==> config.mk <==
export PLATFORM = sky130hd
export DESIGN_NAME = r2r_wave_sequencer
export DESIGN_NICKNAME = d
export VERILOG_FILES = /design/src/rtl/r2r_seq_pkg.sv /design/src/rtl/r2r_sample_fifo.sv /design/src/rtl/r2r_wave_sequencer.sv
export SDC_FILE = /design/constraint.sdc
export NUM_CORES = 1
export LEC_CHECK = 0
export BUFFER_PORTS_ARGS = -buffer_cell sky130_fd_sc_hd__buf_4
export CAP_MARGIN = 5
export CORE_ASPECT_RATIO = 1.5
export CORE_UTILIZATION = 61
export DETAILED_ROUTE_END_ITERATION = 16
export GPL_TIMING_DRIVEN = 0
export PLACE_DENSITY_LB_ADDON = 0.1
export SLEW_MARGIN = 40
export SYNTH_ARGS = -nofsm -noshare
export SYNTH_HDL_FRONTEND = slang
export SYNTH_SLANG_ARGS = --single-unit
==> constraint.sdc <==
create_clock -name clk_i -period 3.57 [get_ports clk_i]
set_clock_uncertainty 0.05 [all_clocks]
set_input_delay 0 -clock clk_i [delete_from_list [all_inputs] [get_ports clk_i]]
set_output_delay 0 -clock clk_i [all_outputs]
set_load 0.005 [all_outputs]
==> src/rtl/r2r_seq_pkg.sv <==
`default_nettype none
// ============================================================================
// r2r_seq_pkg : shared types for the R2R DAC wave sequencer
// Rev 1.0
// ============================================================================
package r2r_seq_pkg;

  localparam int CODE_W = 8;

  typedef enum logic [1:0] {
    MODE_EXT  = 2'd0,
    MODE_RAMP = 2'd1,
    MODE_TRI  = 2'd2,
    MODE_FIFO = 2'd3
  } mode_e;

  typedef enum logic [0:0] {
    ST_IDLE = 1'b0,
    ST_RUN  = 1'b1
  } state_e;

endpackage
`default_nettype wire

==> src/rtl/r2r_sample_fifo.sv <==
`default_nettype none
// ============================================================================
// r2r_sample_fifo : circular sample buffer feeding the FIFO wave source
// Rev 1.0
// ============================================================================
module r2r_sample_fifo
  import r2r_seq_pkg::*;
#(
  parameter int DEPTH = 16
) (
  input  logic              clk_i,
  input  logic              rst_i,
  input  logic              push_i,
  input  logic [CODE_W-1:0] push_data_i,
  input  logic              pop_i,
  input  logic              clr_i,
  output logic [CODE_W-1:0] head_o,
  output logic              empty_o,
  output logic              full_o
);

  localparam int PTR_W = $clog2(DEPTH);
  localparam int CNT_W = PTR_W + 1;

  logic [CODE_W-1:0] mem_q [DEPTH];
  logic [PTR_W-1:0]  rd_ptr_q, wr_ptr_q;
  logic [CNT_W-1:0]  count_q, count_d;
  logic              push_ok, pop_ok;

  // Full/empty come from registered occupancy, so a same-cycle pop never frees a slot early
  assign full_o  = (count_q == CNT_W'(DEPTH));
  assign empty_o = (count_q == '0);
  assign head_o  = mem_q[rd_ptr_q];
  assign push_ok = push_i && !full_o;
  assign pop_ok  = pop_i && !empty_o;

  always_comb begin
    count_d = count_q;
    case ({push_ok, pop_ok})
      2'b10:   count_d = count_q + CNT_W'(1);
      2'b01:   count_d = count_q - CNT_W'(1);
      default: count_d = count_q;
    endcase
  end

  always_ff @(posedge clk_i) begin
    if (rst_i || clr_i) begin
      rd_ptr_q <= '0;
      wr_ptr_q <= '0;
      count_q  <= '0;
    end else begin
      if (push_ok) wr_ptr_q <= wr_ptr_q + PTR_W'(1);
      if (pop_ok)  rd_ptr_q <= rd_ptr_q + PTR_W'(1);
      count_q <= count_d;
    end
  end

  always_ff @(posedge clk_i) begin
    if (push_ok) mem_q[wr_ptr_q] <= push_data_i;
  end

endmodule
`default_nettype wire

==> src/rtl/r2r_wave_sequencer.sv <==
`default_nettype none
// ============================================================================
// r2r_wave_sequencer : sample-tick divider and DAC code source selector
// Rev 1.0
// ============================================================================
module r2r_wave_sequencer
  import r2r_seq_pkg::*;
#(
  parameter int DIV_W      = 16,
  parameter int FIFO_DEPTH = 16
) (
  input  logic              clk_i,
  input  logic              rst_i,
  input  logic              load_divider_i,
  input  logic [DIV_W-1:0]  div_value_i,
  input  logic [1:0]        mode_i,
  input  logic [CODE_W-1:0] step_i,
  input  logic              start_i,
  input  logic              stop_i,
  input  logic [CODE_W-1:0] ext_data_i,
  input  logic              wr_valid_i,
  input  logic [CODE_W-1:0] wr_data_i,
  output logic              wr_ready_o,
  input  logic              fifo_clr_i,
  output logic [CODE_W-1:0] code_o,
  output logic              tick_o,
  output logic              busy_o,
  output logic              underrun_o
);

  state_e            state_q, state_d;
  mode_e             mode_q;
  logic [CODE_W-1:0] step_q;
  logic [DIV_W-1:0]  period_q, cnt_q, cnt_d;
  logic [CODE_W-1:0] acc_q, acc_d, code_q, code_d;
  logic              dir_down_q, dir_down_d;
  logic              underrun_q, underrun_d;
  logic              start_fire;
  logic [CODE_W:0]   tri_sum;
  logic [CODE_W-1:0] fifo_head;
  logic              fifo_empty, fifo_full;

  always_ff @(posedge clk_i) begin
    if (rst_i) state_q <= ST_IDLE;
    else       state_q <= state_d;
  end

  // stop has priority over start whenever both are asserted
  always_comb begin
    state_d = state_q;
    case (state_q)
      ST_IDLE: if (start_i && !stop_i) state_d = ST_RUN;
      ST_RUN:  if (stop_i)             state_d = ST_IDLE;
      default: state_d = ST_IDLE;
    endcase
  end

  always_comb begin
    busy_o     = (state_q == ST_RUN);
    tick_o     = busy_o && (cnt_q == '0) && !stop_i;
    start_fire = (state_q == ST_IDLE) && start_i && !stop_i;
  end

  assign tri_sum = {1'b0, acc_q} + {1'b0, step_q};

  always_comb begin
    cnt_d      = cnt_q;
    acc_d      = acc_q;
    dir_down_d = dir_down_q;
    code_d     = code_q;
    underrun_d = underrun_q;
    if (start_fire) begin
      cnt_d      = period_q;
      acc_d      = '0;
      dir_down_d = 1'b0;
      underrun_d = 1'b0;
    end else if (busy_o && !stop_i) begin
      cnt_d = (cnt_q == '0) ? period_q : cnt_q - DIV_W'(1);
    end
    if (tick_o) begin
      case (mode_q)
        MODE_EXT: code_d = ext_data_i;
        MODE_RAMP: begin
          code_d = acc_q;
          acc_d  = acc_q + step_q;
        end
        MODE_TRI: begin
          code_d = acc_q;
          // Saturate at the rails instead of wrapping, then reverse direction
          if (!dir_down_q) begin
            if (tri_sum >= 9'd255) begin
              acc_d      = 8'hFF;
              dir_down_d = 1'b1;
            end else begin
              acc_d = tri_sum[CODE_W-1:0];
            end
          end else if (acc_q <= step_q) begin
            acc_d      = '0;
            dir_down_d = 1'b0;
          end else begin
            acc_d = acc_q - step_q;
          end
        end
        MODE_FIFO: begin
          if (fifo_empty) underrun_d = 1'b1;
          else            code_d     = fifo_head;
        end
        default: code_d = code_q;
      endcase
    end
  end

  always_ff @(posedge clk_i) begin
    if (rst_i) begin
      mode_q     <= MODE_EXT;
      step_q     <= '0;
      period_q   <= '0;
      cnt_q      <= '0;
      acc_q      <= '0;
      dir_down_q <= 1'b0;
      code_q     <= '0;
      underrun_q <= 1'b0;
    end else begin
      if (load_divider_i) period_q <= div_value_i;
      if (start_fire) begin
        mode_q <= mode_e'(mode_i);
        step_q <= step_i;
      end
      cnt_q      <= cnt_d;
      acc_q      <= acc_d;
      dir_down_q <= dir_down_d;
      code_q     <= code_d;
      underrun_q <= underrun_d;
    end
  end

  r2r_sample_fifo #(
    .DEPTH(FIFO_DEPTH)
  ) u_fifo (
    .clk_i      (clk_i),
    .rst_i      (rst_i),
    .push_i     (wr_valid_i),
    .push_data_i(wr_data_i),
    .pop_i      (tick_o && (mode_q == MODE_FIFO)),
    .clr_i      (fifo_clr_i),
    .head_o     (fifo_head),
    .empty_o    (fifo_empty),
    .full_o     (fifo_full)
  );

  assign wr_ready_o = !fifo_full;
  assign code_o     = code_q;
  assign underrun_o = underrun_q;

endmodule
`default_nettype wire

* Yosys cells after proc, flatten, opt, wreduce, memory -nomap -nowiden
Memory sizes are Yosys's and may differ from the RTL's. A register that Yosys moved wholly into a read port is not among the register bits. Cells that the tools add are included.
Operators by class: multiplexer cells 29, reductions and logical operators 20, equality and inequality tests 7, bitwise gates (word level) 1, $lt $le $gt $ge 2, add/subtract/negate cells 8
Operators with widths (count):
- $mux W16 | 3
- $mux W8 | 6
- $pmux W8 S3 | 1
- $logic_not A16 Y1 | 1
- $pmux W8 S2 | 1
- $sub A16 B1 Y16 const B | 1
- $mux W1 | 14
- $pmux W5 S2 | 1
- $add A8 B8 Y9 | 1
- $ge A9 B8 Y1 const B | 1
- $logic_and A1 B1 Y1 | 9
- $add A4 B1 Y4 const B | 2
- $add A8 B8 Y8 | 1
- $le A8 B8 Y1 | 1
- $mux W4 | 2
- $sub A8 B8 Y8 | 1
- $eq A2 B2 Y1 const B | 3
- $add A5 B1 Y5 const B | 1
- $eq A5 B5 Y1 const B | 1
- $logic_not A5 Y1 | 1
- $sub A5 B1 Y5 const B | 1
- $eq A2 B1 Y1 const B | 2
- $reduce_bool A2 Y1 | 2
- $logic_not A1 Y1 | 3
- other kinds (7) | 7
Word-level totals: memory bits (writable) 128, output and inout bits 12, logic and storage cells 80, register bits 74, bits of input ports 49, memories kept 1
Memory list:
- u_fifo.mem_q | depth 16, bits a word 8, read ports 1, clocked after memory_dff 1, write ports 1, RTL line r2r_sample_fifo.sv:25 | logic [CODE_W-1:0] mem_q [DEPTH];

* Logic depth before layout (Yosys ltp)
Gate-level depths: netlist of the first run.
word-level depth 8, mapped depth 14, depth with buffers taken out 13

* Modules after synthesis
A second synthesis of the first run with hierarchy kept.
Unflattened totals: cells, all modules 795, area, all modules 9800.6 µm²
Modules (own cells, without submodules):
- r2r_sample_fifo | sequential area each 4184.0 µm², area each 5921.9 µm², cells each 301, instances 1
- r2r_wave_sequencer | sequential area each 1221.2 µm², area each 3878.7 µm², cells each 494, instances 1

* Least setup slack after synthesis of the first run
Ideal clock, no wire load.
path type flip-flop to flip-flop, from register cnt_q[6], to register u_fifo.count_q[4], data arrival time 3.081 ns, slack 0.370 ns, period minus slack after synthesis 3.200 ns, cell stages (with the launch flop) 14, path buffers 0, required time 3.450 ns, setup time 0.070 ns, path through dfxtp_1 or3_4 nor4_1 nand3_1 nor3_1 ha_1 inv_1 fa_1 inv_1 a21o_1 a21oi_1 xnor2_1 or3_1 a21oi_1
On the way: word-level cells in the longest chain between the ends 7, elaborated cells between the ends (all ways) 9, those cells by class eq/ne (2); mux (1); reduce/logical (6)
Ends and longest elaborated chain:
- from (decl) | RTL line r2r_wave_sequencer.sv:34 | logic [DIV_W-1:0] period_q, cnt_q, cnt_d;
- from (signal assigned) | RTL line r2r_wave_sequencer.sv:129 | cnt_q <= cnt_d;
- $logic_not A16 Y1 * | RTL line r2r_wave_sequencer.sv:60 | tick_o = busy_o && (cnt_q == '0) && !stop_i;
- $logic_and A1 B1 Y1 * (2 in a row) | RTL line r2r_wave_sequencer.sv:60
- $logic_and A1 B1 Y1 * | RTL line r2r_wave_sequencer.sv:144 | .pop_i (tick_o && (mode_q == MODE_FIFO)),
- $logic_and A1 B1 Y1 * | RTL line r2r_sample_fifo.sv:35 | assign pop_ok = pop_i && !empty_o;
- net u_fifo.pop_ok | RTL line r2r_sample_fifo.sv:28 | logic push_ok, pop_ok;
- $eq A2 B1 Y1 / $eq A2 B2 Y1 (equally long branches) | RTL line r2r_sample_fifo.sv:39 | case ({push_ok, pop_ok})
- $pmux W5 S2 / $reduce_bool A2 Y1 (equally long branches)
- to (signal assigned) | RTL line r2r_sample_fifo.sv:54 | count_q <= count_d;
- to (decl) | RTL line r2r_sample_fifo.sv:27 | logic [CNT_W-1:0] count_q, count_d;
Mark *: on every way through the listed nets, which the timed path passes. The rest lies on a longest branch. A chain may end at the register's enable or synchronous reset.

* Worst setup path after layout of the first run
Ends and elaborated chain as after synthesis.

==> results of run 1 <==
## sequential cells by signal (all words and copies together) (netlist names), 2 cells and up, named ones only
register / count
u_fifo.wr_ptr_q: 4
acc_q: 8
step_q: 8
u_fifo.count_q: 5
cnt_q: 16
u_fifo.mem_q: 128
mode_q: 2
code_o: 8
period_q: 16
u_fifo.rd_ptr_q: 4
## cell families after synthesis
| family | Yosys count |
|---|---|
| AOI/OAI and AO/OA | 168 |
| xor gates and xnor gates | 17 |
| adders and majority gates | 34 |
| buffers and inverters | 73 |
| DFF | 206 |
| muxes | 65 |
| and+or+nand+nor | 240 |
## critical path: cells and delay by family, from the launching register on
kind	cells	cell delay, ns
simple gates	5	1.51
fa+ha+maj	2	0.71
flops	1	0.35
compound gates	3	0.32
buf+inv	2	0.18
xor+xnor	1	0.14
## power breakdown
part | switching [mW] | total (mW) | internal (mW)
Clock | 0.881 | 2.03 | 1.14
Sequential | 0.136 | 2.79 | 2.65
Combinational | 1.12 | 1.84 | 0.723
## cell usage after synthesis, types with 8 or more instances
library cell  count
edfxtp_1        128
nor2_1           88
dfxtp_1          78
nand2_1          70
a21oi_1          59
o21ai_0          46
inv_1            34
mux4_2           33
mux2i_1          32
ha_1             31
clkbuf_1         29
nor3_1           17
nand2b_1         15
xor2_1            9
nand3_1           8
o2111ai_1         8
xnor2_1           8
## layer usage
layer,share of wire,track usage,wire length (µm),vias to the layer above
met5,0,0,0,-
met3,0.057,0.03812,1317,66
met4,0.039,0.1204,895,0
met1,0.38,0.3489,8789,3302
li1,-,-,-,3226
met2,0.52,0.5308,11990,275
## final timing paths
check	cells after the start	start	endpoint
hold reg to reg	2	code_o[6]$_SDFFE_PP0P_	code_o[6]$_SDFFE_PP0P_
hold / removal	4	start_i	step_q[7]$_SDFFE_PP0P_
setup reg to reg	13	cnt_q[6]$_SDFFE_PP0P_	u_fifo.count_q[4]$_SDFFE_PP0P_
setup / recovery	13	cnt_q[6]$_SDFFE_PP0P_	u_fifo.count_q[4]$_SDFFE_PP0P_
## area by class of cell
type,instances,area [µm²],share of cell area
clock buffer,22,529.3,0.04630
clock inverter,14,97.59,0.008538
tap,199,249.0,0.02178
sequential,206,5405,0.4729
timing repair buffer,109,940.9,0.08231
multi-input combinational,524,3915,0.3425
buffer,39,166.4,0.01456
inverter,34,127.6,0.01116
## timing repair
item,in CTS,in global routing
hold buffers,49,0
hold endpoints to repair,166,0
pin swaps,0,1
setup endpoints to repair,2,2
gates resized for setup,1,3
buffers inserted,0,1
==> run_results.csv, run 1 <==
group,metric,value,unit
timing,hold-worst-slack,0.01321,ns
timing,setup_ws,0.2400,ns
synthesis,syn_inst,803,
die,coreArea,0.01521,mm²
finish,final_cell_mix,"128 x edfxtp_1, 82 x nor2_1, 78 x dfxtp_1, 70 x nand2_1, 61 x buf_4",
finish,final_common_cell,"edfxtp_1",
synthesis,synth-seq-area-share,0.5664,
finish,utilization,0.7516,
routing,wire_per_inst,20.04,µm
timing,post-route-period-util,0.9328,
timing,period_needed,3.330,ns
worst_setup_path,crit_type,"reg -> reg",
place,place_inst,1061,
clock_network,clock_latency,0.50,ns
synthesis,synth_top_family_by_area,"simple AND/OR/NAND/NOR gates",
power,pwr_density_cell,582.0,mW/mm²
die,die_x,104.1,µm
global_route,grt_usage,0.2918,
finish,nFillCells,1024,
global_route,grt_pass1_wl,36480,µm
timing,hold_violations,0,
synthesis,synth_cell_type_count,66,
timing,relSlewSlack,0.3824,
clock_network,path_clk_slew,0.07,ns
die,num_rows,55,
synthesis,synth-adder-area-share,0.04694,
routing,detail_route.vias_per_cell,5.989,
synthesis,synth-simple-area-share,0.1172,
synthesis,yosysWarnings,0,
worst_setup_path,critPathMaxFanout,6,
synthesis,avgSynthCellArea,11.88,µm²
global_route,grt_pass1_vias,6958,
place,post-place-ws,-0.2584,ns
synthesis,synthArstFlopShare,0,
synthesis,synth-edff-count,128,
place,dpl-instance-area,0.01026,mm²
timing,max_freq,300.3,MHz
finish,drive_above_1_share,0.1656,
synthesis,mappedNetlistNets,886,
worst_hold_path,hp-class,"in -> reg",
routing,ant_nets,0,
place,gp_congestion,0.8800,
worst_setup_path,cp.required,3.95,ns
finish,final_area,0.01143,mm²
finish,fin_nets,1017,
die,initial_utilization,0.6275,
routing,drtPass1Iterations,5,
synthesis,yosysTopAreaCell,"edfxtp_1",
timing,slew_violations,0,
worst_setup_path,cp-end-kind,"flop",
clock_network,cts_tree,"yes",
synthesis,yosysTopAreaCellShare,0.4028,
routing,vias,6869,
place,post-dp-hpwl,15960,µm
flow_run,drv_cap,0,
routing,drt_iter0_markers,452,
clock_network,cts-root-buf,"clkbuf_16",
clock_network,cts_max_level,1,
routing,drcViolationCount,0,
worst_setup_path,crit_chain,"or3_4 -> nor4_4 -> nand3_1 -> nor3_2 -> ha_1 -> inv_1 -> fa_1 -> inv_1 -> a21o_1 -> a21oi_1 -> xnor2_1 -> or3_1 -> a21oi_1",
timing,setup_viol,0,
finish,antennaDiodeCount,0,
global_route,antenna_found_initial,0,
power,p_leak,4.046,nW
synthesis,synth_compound_area_frac,0.1116,
synthesis,synthXorXnorAreaFrac,0.01560,
place,portBuffers,59,
worst_setup_path,cp-start-kind,"flop",
timing,worst_pin_slew,0.9229,ns
global_route,grt_max_degree,17,
finish,fin_cells,1147,
die,ioPinCount,61,
run_status,status,"finished clean",
global_route,grt_overflow,0,
die,dieArea,0.01616,mm²
synthesis,yosys-top-cells-area,"edfxtp_1 40%, dfxtp_1 16%, mux4_2 7.8%, ha_1 4.1%, nor2_1 3.5%",
worst_setup_path,worstPathArrival,3.71,ns
clock_network,cts_buffers,20,
clock_network,clk_path_buf_depth,3,
worst_setup_path,max_stage_delay,0.45,ns
timing,grt_setup_unrepaired,"false",
timing,fin_tns_setup,0,ns
power,ir_worst_vdd,526.5,µV
die,die_height,155.2,µm
routing,wirelength,22990,µm
synthesis,synthMuxAreaShare,0.1114,
power,power,6.653,mW
worst_setup_path,critical-path-slowest-cell,"or3_4",
synthesis,ys.flop_type,"edfxtp_1",
clock_network,cts.sinks,206,
synthesis,ys_ff_latch,206,
synthesis,syn-cell-area,0.009543,mm²
finish,area_growth,19.79,%
worst_setup_path,r2r_slack,0.24,ns
No activity file was read; power rests on OpenSTA's default activity.
==> run 2: changes to the inputs <==
Settings changed: SYNTH_HIERARCHICAL from default to 1.
==> run 2 against run 1 <==
Effect of this change: flip-flop and latch count did not move; via count grew 0.61%; worst setup slack worse by 0.090 ns; utilization fell by 0.099 points; synthesized cell count down 1.0%; worst hold slack gained 0.045 ns; clock power up 7%; die area grew 2.7%; global-route usage up 0.67 points; first-iteration DRC count fell by 12%; clock-buffer cell count rose by 5; critical path type unchanged; highest routed layer unchanged.
==> run_results.csv, run 2 <==
group,metric,value,unit
run_status,status,"finished clean",
worst_setup_path,reg2reg_depth,12,
worst_hold_path,hp-start,"fifo_clr_i",
worst_setup_path,max_stage_delay,0.60,ns
worst_setup_path,cp.required,3.90,ns
worst_setup_path,critical-path-slowest-cell,"or4_4",
clock_network,path_clk_slew,0.06,ns
finish,antennaDiodeCount,0,
finish,reg.largest.list,"u_fifo/mem_q (128), cnt_q (16), period_q (16)",
place,gp_congestion,0.9474,
worst_setup_path,crit_family,"simple AND/OR/NAND/NOR gates",
routing,ant_nets,0,
synthesis,yosys-top-cells-area,"edfxtp_1 39%, dfxtp_1 16%, mux4_1 7.5%, ha_1 3.7%, nand2_1 3.2%",
synthesis,synth_cell_type_count,72,
power,pwr_density_cell,501.6,mW/mm²
worst_setup_path,cp-start-kind,"flop",
synthesis,ys_ff_latch,206,
timing,relSlewSlack,0.4190,
synthesis,ys.flop_type,"edfxtp_1",
die,dieArea,0.01659,mm²
timing,fin_tns_setup,0,ns
die,die_height,157.2,µm
timing,worst_pin_slew,0.8683,ns
timing,slew_violations,0,
synthesis,avgSynthCellArea,12.33,µm²
clock_network,cts.sinks,206,
worst_hold_path,hold_depth,4,
routing,drcViolationCount,0,
die,initial_utilization,0.6244,
routing,wirelength,24200,µm
routing,wire_per_inst,21.06,µm
worst_setup_path,path_buf_inv,1,
synthesis,syn-cell-area,0.009801,mm²
global_route,antenna_found_initial,0,
timing,setup_viol,0,
die,ioPinCount,61,
finish,nFillCells,1021,
finish,fin_nets,1011,
global_route,grt_pass1_vias,7019,
global_route,grt_usage,0.2985,
die,num_rows,56,
clock_network,clk_path_buf_depth,3,
worst_setup_path,crit_type,"reg -> reg",
place,portBuffers,59,
synthesis,yosysWarnings,6,
global_route,grt_max_degree,17,
finish,final_area,0.01178,mm²
synthesis,syn_inst,795,
synthesis,yosysMostFrequentCell,"edfxtp_1",
routing,drtPass1Iterations,5,
power,ir_worst_vdd,530.1,µV
worst_setup_path,r2r_slack,0.15,ns
die,coreArea,0.01570,mm²
synthesis,synth-seq-area-share,0.5515,
timing,hold_violations,0,
clock_network,cts_tree,"yes",
clock_network,cts-root-buf,"clkbuf_16",
synthesis,synthArstFlopShare,0,
timing,hold-worst-slack,0.05847,ns
finish,largest_register_ffs,128,
finish,final_common_cell,"edfxtp_1",
timing,post-route-period-util,0.9578,
worst_setup_path,worstPathArrival,3.75,ns
synthesis,yosysTopAreaCellShare,0.3922,
clock_network,cts_buffers,21,
worst_setup_path,crit_start,"cnt_q[10]$_SDFFE_PP0P_",
global_route,grt_pass1_wl,37180,µm
synthesis,mappedNetlistNets,875,
finish,area_growth,20.21,%
worst_setup_path,reg2reg_from,"cnt_q[10]$_SDFFE_PP0P_",
place,post-dp-hpwl,16780,µm
finish,final_cell_mix,"128 x edfxtp_1, 84 x nand2_1, 78 x nor2_1, 78 x dfxtp_1, 63 x buf_4",
power,power,5.910,mW
worst_hold_path,hp-class,"in -> reg",
clock_network,cts_max_level,1,
finish,drive_above_1_share,0.1744,
worst_setup_path,critPathMaxFanout,9,
finish,regMostFlops,"u_fifo/mem_q",
timing,period_needed,3.419,ns
routing,vias,6911,
die,die_x,105.5,µm
worst_setup_path,rr_endpoint,"u_fifo/count_q[4]$_SDFFE_PP0P_",
routing,detail_route.vias_per_cell,6.015,
worst_setup_path,cp-end-kind,"flop",
flow_run,drv_cap,0,
synthesis,yosysTopAreaCell,"edfxtp_1",
clock_network,clock_latency,0.51,ns
routing,drt_iter0_markers,396,
synthesis,synth-edff-count,128,
global_route,grt_overflow,0,
place,dpl-instance-area,0.01052,mm²
power,p_leak,4.218,nW
worst_setup_path,crit_chain,"or4_4 -> nor3_4 -> and4_4 -> and2_2 -> o21a_4 -> ha_4 -> xor2_1 -> ha_2 -> inv_1 -> o311a_1 -> nor3_1 -> nor3b_2",
timing,max_freq,292.4,MHz
synthesis,ys_top_cells_by_count,"128 x edfxtp_1, 84 x nand2_1, 80 x nor2_1, 78 x dfxtp_1, 48 x a21oi_1",
## run 2: cell count changes in the layout (fill, tap and decap cells not counted), sizes merged, moves of 11 or more
cell and change:
mux2i -14, nand2b -11, nor3 +11, buf +16, o21ai -17, nand2 +14
## run 2: layout make-up
cell class	instances	area (µm²)	share of cell area
plain buffers	43	242.7	0.02060
clock buffers	27	568.0	0.04822
clock inverters	11	118.9	0.01009
inverters	30	112.6	0.009558
multi-input cells	515	4096	0.3477
flip-flops and latches	206	5405	0.4588
well taps	203	254.0	0.02156
repair buffers	114	983.4	0.08347
## run 2: worst max path at each step
stage / end / cells after the start / slack [ns]
floorplan: u_fifo/count_q[4]$_SDFFE_PP0P_ / 14 / 0.28
global placement: u_fifo/count_q[4]$_SDFFE_PP0P_ / 14 / -0.14
detailed placement: u_fifo/count_q[4]$_SDFFE_PP0P_ / 15 / -0.23
CTS: u_fifo/count_q[4]$_SDFFE_PP0P_ / 13 / 0.04
global route: u_fifo/count_q[4]$_SDFFE_PP0P_ / 13 / -0.003
finish: u_fifo/count_q[4]$_SDFFE_PP0P_ / 12 / 0.15
## run 2: worst register-to-register path, cell delays in order, from the launching register on
cell and delay (ns):
dfxtp_1 0.37, or4_4 0.60, nor3_4 0.26, and4_4 0.28
and2_2 0.21, o21a_4 0.20, ha_4 0.19, xor2_1 0.17
ha_2 0.22, inv_1 0.08, o311a_1 0.32, nor3_1 0.27
nor3b_2 0.08
## run 2: cells by family (layout without fill, tap and decap cells)
kind of cell / after synthesis / in the layout / share of synthesized area
multiplexers: 59 / 59 / 0.1222
AO/OA/AOI/OAI: 155 / 155 / 0.1107
XOR/XNOR: 19 / 19 / 0.01698
adder cells (fa/ha/maj): 31 / 31 / 0.04111
buffers and inverters: 74 / 225 / 0.03664
flip-flops: 206 / 206 / 0.5515
AND/OR/NAND/NOR: 251 / 251 / 0.1209
## run 2: metal layers
| layer | up-vias | GRT usage | routed length (µm) |
|---|---|---|---|
| met4 | 0 | 0.1290 | 1059 |
| met3 | 64 | 0.03851 | 1172 |
| li1 | 3249 | - | - |
| met5 | - | 0 | 0 |
| met2 | 240 | 0.5742 | 13080 |
| met1 | 3358 | 0.3270 | 8892 |
## run 2: repair_timing
| action | 4_1_cts | 5_1_grt |
|---|---|---|
| setup endpoints to repair | 2 | 2 |
| pin swaps | 0 | 2 |
| hold endpoints to repair | 173 | 0 |
| hold buffers | 51 | 0 |
| resized for setup | 3 | 6 |
| setup buffers | 0 | 4 |
## run 2: stage by stage
step,instances,setup WS [ns],utilization
6_report,1149,0.1505,0.7506
3_3_place_gp,1057,-0.1434,0.6688
2_1_floorplan,795,0.2784,-
3_5_place_dp,1057,-0.2289,0.6701
5_1_grt,1149,-0.002569,0.7506
4_1_cts,1145,0.03918,0.7467
## run 2: power breakdown
group	internal, mW	switching [mW]	total [mW]	leakage [nW]
logic	0.469	0.597	1.07	2.10
registers	2.60	0.0670	2.66	1.79
clock network	1.28	0.902	2.18	0.327
==> run 3: changes to the inputs <==
Settings changed: CORE_UTILIZATION 61 to 65.
Clock period 3.57 ns to 4.4 ns, I/O delays scaled along.
==> run 3 against run 2 <==
Effect of this change: utilization is 4.9 points higher; clock-buffer cell count is 1 lower; first-iteration DRC count is 5.3% higher; sequential power is 19% lower; global-route usage is 3.7 points higher.
==> run_results.csv, run 3 (same netlist as run 2, synthesis figures left out) <==
group,metric,value,unit
run_status,status,"finished clean",
worst_setup_path,crit_type,"reg -> reg",
clock_network,clk_path_buf_depth,3,
power,power,4.857,mW
clock_network,cts_max_level,1,
clock_network,cts-root-buf,"clkbuf_16",
clock_network,path_clk_slew,0.07,ns
finish,final_area,0.01172,mm²
worst_setup_path,cp-start-kind,"flop",
worst_setup_path,critPathMaxFanout,9,
timing,slew_violations,0,
timing,setup_ws,0.4920,ns
clock_network,cts.sinks,206,
worst_setup_path,reg2reg_depth,15,
worst_setup_path,reg2reg_from,"cnt_q[2]$_SDFFE_PP0P_",
clock_network,cts_tree,"yes",
worst_setup_path,cp-end-kind,"flop",
die,num_rows,54,
routing,ant_nets,0,
finish,area_growth,19.60,%
global_route,grt_pass1_vias,7299,
finish,final_common_cell,"edfxtp_1",
power,p_leak,4.216,nW
worst_hold_path,hp-start,"start_i",
finish,drive_above_1_share,0.1658,
die,die_height,152.4,µm
finish,final_cell_mix,"128 x edfxtp_1, 84 x nand2_1, 79 x nor2_1, 78 x dfxtp_1, 59 x buf_4",
routing,drt_iter0_markers,417,
global_route,grt_max_degree,17,
global_route,grt_usage,0.3352,
routing,drcViolationCount,0,
timing,worst_pin_slew,0.8249,ns
finish,regMostFlops,"u_fifo/mem_q",
global_route,grt_overflow,0,
timing,period_needed,3.908,ns
global_route,antenna_found_initial,0,
power,ir_worst_vdd,417.4,µV
timing,hold_violations,0,
timing,grt_setup_unrepaired,"false",
place,gp_congestion,0.9498,
die,initial_utilization,0.6685,
power,pwr_density_cell,414.4,mW/mm²
finish,largest_register_ffs,128,
timing,relSlewSlack,0.4471,
worst_hold_path,min_to,"acc_q[7]$_SDFF_PP0_",
routing,detail_route.vias_per_cell,6.257,
place,dpl-instance-area,0.01051,mm²
place,post-place-ws,0.5702,ns
worst_setup_path,r2r_slack,0.49,ns
die,dieArea,0.01558,mm²
routing,wire_per_inst,22.37,µm
worst_setup_path,worstPathArrival,4.24,ns
worst_setup_path,rr_endpoint,"u_fifo/count_q[4]$_SDFFE_PP0P_",
global_route,grt_pass1_wl,38700,µm
finish,antennaDiodeCount,0,
place,portBuffers,59,
worst_hold_path,hp-class,"in -> reg",
place,post-dp-hpwl,16350,µm
flow_run,drv_cap,0,
die,die_x,102.3,µm
timing,setup_viol,0,
worst_setup_path,cp.required,4.73,ns
timing,post-route-period-util,0.8882,
die,coreArea,0.01466,mm²
finish,reg.largest.list,"u_fifo/mem_q (128), cnt_q (16), period_q (16)",
routing,wirelength,25430,µm
clock_network,cts_buffers,21,
worst_hold_path,hold_depth,4,
routing,vias,7114,
timing,max_freq,255.9,MHz
finish,utilization,0.7995,
routing,drtPass1Iterations,5,
die,ioPinCount,61,
clock_network,clock_latency,0.51,ns
finish,fin_nets,1006,
timing,fin_tns_setup,0,ns
==> run 3: power by group <==
part           leakage, nW  switching [mW]  total (mW)  internal, mW
combinational         2.07           0.490       0.843         0.353
sequential            1.79          0.0539        2.16          2.11
clock                0.353           0.758        1.85          1.10
==> run 3: final cells by class <==
cell class / count / area [µm²]
clock buffer: 26 / 558.0
fill: 847 / 2940
sequential: 206 / 5405
tap: 196 / 245.2
timing repair buffer: 108 / 933.4
multi-input combinational: 515 / 4059
clock inverter: 12 / 161.4
buffer: 44 / 246.5
inverter: 30 / 112.6
==> run 3: routing by layer <==
metal	GRT usage	vias up	wire length, µm
met2	0.6008	285	13430
met1	0.3751	3508	9285
li1	-	3239	-
met4	0.1810	0	1369
met5	0	-	0
met3	0.04725	82	1342
==> run 3: worst max-delay path by stage <==
stage                                 from                              to
detailed placement  cnt_q[10]$_SDFFE_PP0P_  u_fifo/count_q[4]$_SDFFE_PP0P_
finish               cnt_q[2]$_SDFFE_PP0P_  u_fifo/count_q[4]$_SDFFE_PP0P_
global route         cnt_q[2]$_SDFFE_PP0P_  u_fifo/count_q[4]$_SDFFE_PP0P_
global placement    cnt_q[10]$_SDFFE_PP0P_  u_fifo/count_q[4]$_SDFFE_PP0P_
floorplan           cnt_q[10]$_SDFFE_PP0P_  u_fifo/count_q[4]$_SDFFE_PP0P_
CTS                 cnt_q[10]$_SDFFE_PP0P_  u_fifo/count_q[4]$_SDFFE_PP0P_
==> run 3: metrics by stage <==
stage	cells	hold slack, ns
after CTS	1137	0.007559
after global placement	1050	0.1819
after global routing	1137	0.05126
after floorplan	795	0.04887
after detailed placement	1050	0.1962
final	1137	0.01309
==> run 3: what timing repair did <==
item	in CTS	in global routing
setup buffers	0	0
gates resized for setup	0	0
hold buffers	49	0
endpoints found under the hold margin	172	0
==> run 3: worst max-delay path, cell delays in order (launching register included) <==
cell and delay (ns):
dfxtp_1 0.35, nor3_1 0.47, and3_1 0.23, buf_2 0.19
and4_1 0.32, and2_1 0.29, o21a_4 0.21, ha_1 0.15
clkbuf_1 0.30, xor2_1 0.13, ha_1 0.23, inv_1 0.13
a31oi_1 0.11, a311oi_1 0.34, o21ai_0 0.13, nor3b_1 0.14
